==> src/rtl/rx_frame_writer_pkg.sv <==
// Shared types for the RX frame writer: descriptor record, frame FSM states
// and the default frame-size limit.
package rx_pkg;
   localparam int SIZE_W  = 11;
   localparam int LEN_W   = 11;
   localparam int MAX_LEN = 1518;

   typedef struct packed {
      logic [SIZE_W-1:0] addr;
      logic [LEN_W-1:0]  len;
   } desc_t;

   typedef enum logic [1:0] {IDLE, WRITE, DROP} state_t;
endpackage

==> src/rtl/rx_frame_writer_desc_fifo.sv <==
// Show-ahead descriptor FIFO; the head entry is presented combinationally.
module desc_fifo
   import rx_pkg::*;
#(
   parameter int DEPTH = 4,
   localparam int AW = $clog2(DEPTH)
) (
   input  logic        clk,
   input  logic        rst,
   input  logic        push,
   input  desc_t       din,
   input  logic        pop,
   output desc_t       dout,
   output logic        full,
   output logic        empty,
   output logic [AW:0] count
);
   desc_t         mem_q [DEPTH];
   logic [AW-1:0] wr_idx_q, wr_idx_d, rd_idx_q, rd_idx_d;
   logic [AW:0]   count_q, count_d;
   logic          push_ok, pop_ok;

   assign full    = (count_q == (AW+1)'(DEPTH));
   assign empty   = (count_q == '0);
   assign count   = count_q;
   assign dout    = mem_q[rd_idx_q];
   // When full, a simultaneous pop frees the slot the push lands in.
   assign pop_ok  = pop & ~empty;
   assign push_ok = push & (~full | pop_ok);

   always_comb begin
      wr_idx_d = wr_idx_q;
      rd_idx_d = rd_idx_q;
      count_d  = count_q;
      if (push_ok) wr_idx_d = wr_idx_q + 1'b1;
      if (pop_ok)  rd_idx_d = rd_idx_q + 1'b1;
      case ({push_ok, pop_ok})
         2'b10:   count_d = count_q + 1'b1;
         2'b01:   count_d = count_q - 1'b1;
         default: count_d = count_q;
      endcase
   end

   always_ff @(posedge clk) begin
      if (rst) begin
         wr_idx_q <= '0;
         rd_idx_q <= '0;
         count_q  <= '0;
      end else begin
         wr_idx_q <= wr_idx_d;
         rd_idx_q <= rd_idx_d;
         count_q  <= count_d;
      end
   end

   always_ff @(posedge clk) begin
      if (push_ok) mem_q[wr_idx_q] <= din;
   end
endmodule

==> src/rtl/rx_frame_writer.sv <==
// Writes RX MAC frames into a circular EBR buffer, commits clean frames as
// (addr, len) descriptors and rewinds the write pointer for discarded ones.
module rx_frame_writer #(
   parameter int DATA_WIDTH = 8,
   parameter int SIZE       = 2048,
   parameter int SIZE_WIDTH = $clog2(SIZE),
   parameter int LEN_WIDTH  = 11,
   parameter int MAX_LEN    = rx_pkg::MAX_LEN,
   parameter int DESC_DEPTH = 4
) (
   input  logic                  clk,
   input  logic                  rst,
   input  logic [DATA_WIDTH-1:0] s_data,
   input  logic                  s_valid,
   input  logic                  s_last,
   input  logic                  s_err,
   output logic                  mem_wr_en,
   output logic [SIZE_WIDTH-1:0] mem_wr_addr,
   output logic [DATA_WIDTH-1:0] mem_wr_data,
   output logic                  desc_valid,
   input  logic                  desc_ready,
   output logic [SIZE_WIDTH-1:0] desc_addr,
   output logic [LEN_WIDTH-1:0]  desc_len,
   input  logic                  rel_valid,
   input  logic [LEN_WIDTH-1:0]  rel_len,
   output logic                  drop_pulse,
   output logic [15:0]           drop_count
);
   import rx_pkg::*;

   localparam int PW = SIZE_WIDTH + 1;
   localparam int CW = $clog2(DESC_DEPTH) + 1;

   state_t                state_q, state_d;
   logic [PW-1:0]         wr_ptr_q, wr_ptr_d;
   logic [PW-1:0]         commit_ptr_q, commit_ptr_d;
   logic [PW-1:0]         rel_ptr_q, rel_ptr_d;
   logic [LEN_WIDTH-1:0]  len_q, len_d;
   logic                  mem_wr_en_q, mem_wr_en_d;
   logic [SIZE_WIDTH-1:0] mem_wr_addr_q, mem_wr_addr_d;
   logic [DATA_WIDTH-1:0] mem_wr_data_q, mem_wr_data_d;
   logic                  push_q, push_d;
   desc_t                 push_desc_q, push_desc_d;
   logic                  drop_pulse_q, drop_pulse_d;
   logic [15:0]           drop_count_q, drop_count_d;

   logic [PW-1:0]         used;
   logic                  full, can_write, fifo_room, discard;
   logic                  fifo_full, fifo_empty;
   logic [CW-1:0]         fifo_count;
   desc_t                 fifo_dout;

   assign used      = wr_ptr_q - rel_ptr_q;
   assign full      = (used == PW'(SIZE));
   assign can_write = ~full && (len_q < LEN_WIDTH'(MAX_LEN));
   // A push still in flight to the FIFO already owns a slot.
   assign fifo_room = ~fifo_full &&
                      ((CW+1)'(fifo_count) + (CW+1)'(push_q) < (CW+1)'(DESC_DEPTH));

   always_comb begin
      state_d       = state_q;
      wr_ptr_d      = wr_ptr_q;
      commit_ptr_d  = commit_ptr_q;
      rel_ptr_d     = rel_valid ? rel_ptr_q + PW'(rel_len) : rel_ptr_q;
      len_d         = len_q;
      mem_wr_en_d   = 1'b0;
      mem_wr_addr_d = mem_wr_addr_q;
      mem_wr_data_d = mem_wr_data_q;
      push_d        = 1'b0;
      push_desc_d   = push_desc_q;
      drop_pulse_d  = 1'b0;
      drop_count_d  = drop_count_q;
      discard       = 1'b0;
      case (state_q)
         IDLE, WRITE: begin
            if (s_valid) begin
               if (can_write) begin
                  mem_wr_en_d   = 1'b1;
                  mem_wr_addr_d = wr_ptr_q[SIZE_WIDTH-1:0];
                  mem_wr_data_d = s_data;
                  wr_ptr_d      = wr_ptr_q + 1'b1;
                  len_d         = len_q + 1'b1;
                  state_d       = WRITE;
               end else begin
                  state_d = DROP;
               end
               if (s_last) begin
                  if (can_write && !s_err && fifo_room) begin
                     push_d           = 1'b1;
                     push_desc_d.addr = commit_ptr_q[SIZE_WIDTH-1:0];
                     push_desc_d.len  = len_q + 1'b1;
                     commit_ptr_d     = wr_ptr_q + 1'b1;
                     len_d            = '0;
                     state_d          = IDLE;
                  end else begin
                     discard = 1'b1;
                  end
               end
            end
         end
         DROP: if (s_valid && s_last) discard = 1'b1;
         default: state_d = IDLE;
      endcase
      if (discard) begin
         wr_ptr_d     = commit_ptr_q;
         len_d        = '0;
         state_d      = IDLE;
         drop_pulse_d = 1'b1;
         if (drop_count_q != 16'hFFFF) drop_count_d = drop_count_q + 1'b1;
      end
   end

   always_ff @(posedge clk) begin
      if (rst) begin
         state_q       <= IDLE;
         wr_ptr_q      <= '0;
         commit_ptr_q  <= '0;
         rel_ptr_q     <= '0;
         len_q         <= '0;
         mem_wr_en_q   <= 1'b0;
         mem_wr_addr_q <= '0;
         mem_wr_data_q <= '0;
         push_q        <= 1'b0;
         push_desc_q   <= '0;
         drop_pulse_q  <= 1'b0;
         drop_count_q  <= '0;
      end else begin
         state_q       <= state_d;
         wr_ptr_q      <= wr_ptr_d;
         commit_ptr_q  <= commit_ptr_d;
         rel_ptr_q     <= rel_ptr_d;
         len_q         <= len_d;
         mem_wr_en_q   <= mem_wr_en_d;
         mem_wr_addr_q <= mem_wr_addr_d;
         mem_wr_data_q <= mem_wr_data_d;
         push_q        <= push_d;
         push_desc_q   <= push_desc_d;
         drop_pulse_q  <= drop_pulse_d;
         drop_count_q  <= drop_count_d;
      end
   end

   // Push is delayed one cycle so the descriptor trails its last EBR write.
   desc_fifo #(.DEPTH(DESC_DEPTH)) u_desc_fifo (
      .clk   (clk),
      .rst   (rst),
      .push  (push_q),
      .din   (push_desc_q),
      .pop   (desc_ready),
      .dout  (fifo_dout),
      .full  (fifo_full),
      .empty (fifo_empty),
      .count (fifo_count)
   );

   assign mem_wr_en   = mem_wr_en_q;
   assign mem_wr_addr = mem_wr_addr_q;
   assign mem_wr_data = mem_wr_data_q;
   assign desc_valid  = ~fifo_empty;
   assign desc_addr   = fifo_dout.addr;
   assign desc_len    = fifo_dout.len;
   assign drop_pulse  = drop_pulse_q;
   assign drop_count  = drop_count_q;
endmodule

==> config.mk <==
export PLATFORM = sky130hd
export DESIGN_NAME = rx_frame_writer
export DESIGN_NICKNAME = d
export VERILOG_FILES = /design/src/rtl/rx_frame_writer_pkg.sv /design/src/rtl/rx_frame_writer_desc_fifo.sv /design/src/rtl/rx_frame_writer.sv
export SDC_FILE = /design/constraint.sdc
export NUM_CORES = 1
export LEC_CHECK = 0
export CAP_MARGIN = 20
export CORE_MARGIN = 2
export CORE_UTILIZATION = 45
export DETAILED_ROUTE_END_ITERATION = 8
export GPL_TIMING_DRIVEN = 0
export PLACE_DENSITY = 0.63
export RECOVER_POWER = 100
export SYNTH_ARGS = -nofsm -noshare
export SYNTH_HDL_FRONTEND = slang
export SYNTH_SLANG_ARGS = --single-unit
==> constraint.sdc <==
create_clock -name clk -period 4.9 [get_ports clk]
set_input_delay 0.735 -clock clk [delete_from_list [all_inputs] [get_ports clk]]
set_output_delay 0.735 -clock clk [all_outputs]
set_load 0.03 [all_outputs]
==> key figures <==
Cells and area
  • Final core occ: 55.30%
  • Inserted Diodes: 0
  • Finished Layout Cells: 1265
  • Layout area overhead: 20.92%
  • Fillers: 1828
  • Layout cells sized above 1: 7.236%
  • Commonest non-fill, non-tap cells in the layout: dfxtp_1, edfxtp_1, nand2_1
  • Leading cell type in the layout, fill and taps excluded: dfxtp_1
  • Fin nets: 1035

Clocking
  • H-tree depth: 1
  • Worst-path clk slew: 0.06 ns
  • Root buffer cell: clkbuf_16
  • CTS tree: built
  • Clk_lat worst skew: 0.51 ns
  • CTS buffer count: 23
  • CTS sink count: 206
  • Post-CTS Hold Buffers: 0
  • Post-CTS resize count: 0
  • Max clock buf depth: 3
  • Setup Fix Bufs, Post-CTS: 0

Synthesis
  • Area leader, netlist: edfxtp_1
  • Syn avg cell area: 10.70 um2
  • Syn nets: 922
  • Share of the synthesized area in the top cell type: 28.56%
  • Post-Syn Area: 0.009254 mm2
  • Synth Flop Type: dfxtp_1
  • Register area share after synthesis: 54.08%
  • Post-Synthesis Cells: 865
  • Yosys reg bits: 206
  • Syn. warnings: 0
  • Post-synthesis async set-or-reset flop share: 0%
  • Netlist cell types: 63
  • Ranking of synthesized cells by area: edfxtp_1, dfxtp_1, mux4_2, ha_1, a21oi_1
  • EDFF count, synth: 88

Power and ir drop
  • Power Density: 408.5 mW/mm2
  • Peak VDD IR: 0.0002634 V
  • Total power: 4.571 mW
  • Leakage: 3.942 nW

Die
  • Die Wd: 147.4 um
  • Die area: 0.02173 mm2
  • I/O pins: 86
  • Chip height: 147.4 um
  • Row cnt: 52
  • Initial core utilization: 45.73%
  • CORE AREA: 0.02023 mm2

Worst hold path
  • Worst hold-check path type: reg2reg

STA
  • Total negative slack: 0 ns
  • RSZ-0062 raised after global routing: no
  • Max-slew headroom: 20.76%
  • Endpoints failing setup: 0
  • Max Clk Rate: 241.1 MHz
  • Max-slew violations: 0
  • Final period utilization: 84.64%
  • Hold Fails Final Rpt: 0
  • WHS: 0.4504 ns
  • Worst-Margin Slew: 1.189 ns
  • Final critical-path required period: 4.148 ns
  • Worst clock skew: 0.007286 ns

Drt
  • DR pass1 iterations: 5
  • WL per Instance: 16.69 um
  • Iteration-0 DRC count of the detailed router: 316
  • DRC: 0
  • Routed Antenna Nets: 0
  • Total number of vias: 6791
  • Routed wire length: 21110 um
  • Vias per cell: 5.368

Global route
  • Vias in the first global route: 6337
  • Global-route usage over all layers: 19.54%
  • Largest net degree at the start of global routing: 23
  • Global-route wire length before repair: 34200 um
  • Initial antenna violation count: 0
  • GRT overflow: 0

Critical path
  • Required @ worst endpoint: 5.34 ns
  • Critical path's largest stage delay: 0.62 ns
  • Crit-path slowest cell: or4_1
  • Crit end category: flop
  • Crit Path Class: reg2reg
  • Worst-path maximum fanout: 10
  • WP data arrival: 4.59 ns
  • CP cell instances: ha_1 -> nor2b_1 -> o31a_1 -> o21a_1 -> o41ai_1 -> a21oi_1 -> or4_1 -> nand3_1 -> clkbuf_1 -> clkbuf_1 -> nand2_1 -> a21oi_1
  • Nature of the critical path startpoint: flop

Placed design
  • DP HPWL: 14970 um
  • Gpl congestion: 0.8616
  • Placed cell count: 1222
  • Buffers on Ports: 84

Status
  • Status: completed

Flow run
  • Max-cap violations: 0
==> critical path, delay by kind of cell, from the launching register on <==
| family | cells | cell delay [ns] |
|---|---|---|
| adders and majority gates | 1 | 0.30 |
| and+or+nand+nor | 4 | 1.16 |
| AOI/OAI and AO/OA | 5 | 1.22 |
| buffers and inverters | 2 | 0.92 |
| DFF | 1 | 0.47 |
==> synthesized netlist by cell type, types with 22 or more instances <==
cell / number
nand3_1: 25
inv_1: 35
ha_1: 29
a211oi_1: 30
mux4_2: 22
clkbuf_1: 35
o21ai_0: 43
xnor2_1: 28
nand2_1: 82
a21oi_1: 72
nor2_1: 81
dfxtp_1: 118
edfxtp_1: 88
==> final timing paths <==
path | start | endpoint | slack (ns) | depth (start not counted)
setup reg to reg | wr_ptr_q[1] | mem_wr_addr[3] | 0.75 | 12
hold / removal | mem_wr_data[2] | mem_wr_data[2] | 0.45 | 2
setup / recovery | wr_ptr_q[1] | mem_wr_addr[3] | 0.75 | 12
hold reg to reg | mem_wr_data[2] | mem_wr_data[2] | 0.45 | 2
==> cell families (layout without fill, tap and decap cells) <==
family / count (synthesis) / after routing / share of synthesized area, %
and+or+nand+nor: 277 / 277 / 14.55
muxes: 33 / 33 / 6.585
buffers and inverters: 80 / 210 / 3.394
xor gates and xnor gates: 39 / 39 / 3.691
AOI/OAI and AO/OA: 199 / 199 / 13.35
adders and majority gates: 31 / 31 / 4.354
DFF: 206 / 206 / 54.08
==> area by class of cell <==
cell class              instances  area [um2]  area share, %
clock buffers                  34       676.9          6.049
inverters                      35       131.4          1.174
well taps                     270       337.8          3.019
flip-flops and latches        206        5005          44.73
repair buffers                 88       855.8          7.648
multi-input cells             579        3924          35.07
plain buffers                  45       172.7          1.543
clock inverters                 8       86.33         0.7716
==> state kept, by name, indices dropped and copies added (netlist names), 3 cells and up, named ones only <==
register,flops
push_desc_q,22
len_q,11
mem_wr_addr,11
u_desc_fifo.count,3
u_desc_fifo.mem_q,88
drop_count,16
mem_wr_data,8
rel_ptr_q,12
commit_ptr_q,12
wr_ptr_q,12
==> per-layer routing <==
layer	global-route usage (%)	vias up	wire, um
li1	-	3409	-
met1	27.07	3203	9823
met2	32.92	150	10030
met3	2.716	29	853
met4	4.375	0	398
met5	0	-	0
==> through the flow <==
stage	area, um2	setup slack [ns]
detailed placement	10490	0.9190
floorplan	9254	1.591
global route	11190	0.3185
finish	11190	0.7524
CTS	11250	0.8869
global placement	10430	0.9566
==> power by group <==
part | internal (mW) | switching (mW) | leakage [nW] | total, mW
combinational | 0.391 | 0.531 | 1.78 | 0.922
clock | 1.02 | 0.686 | 0.378 | 1.70
sequential | 1.86 | 0.0822 | 1.79 | 1.95
(Power assumes the default switching activity.)
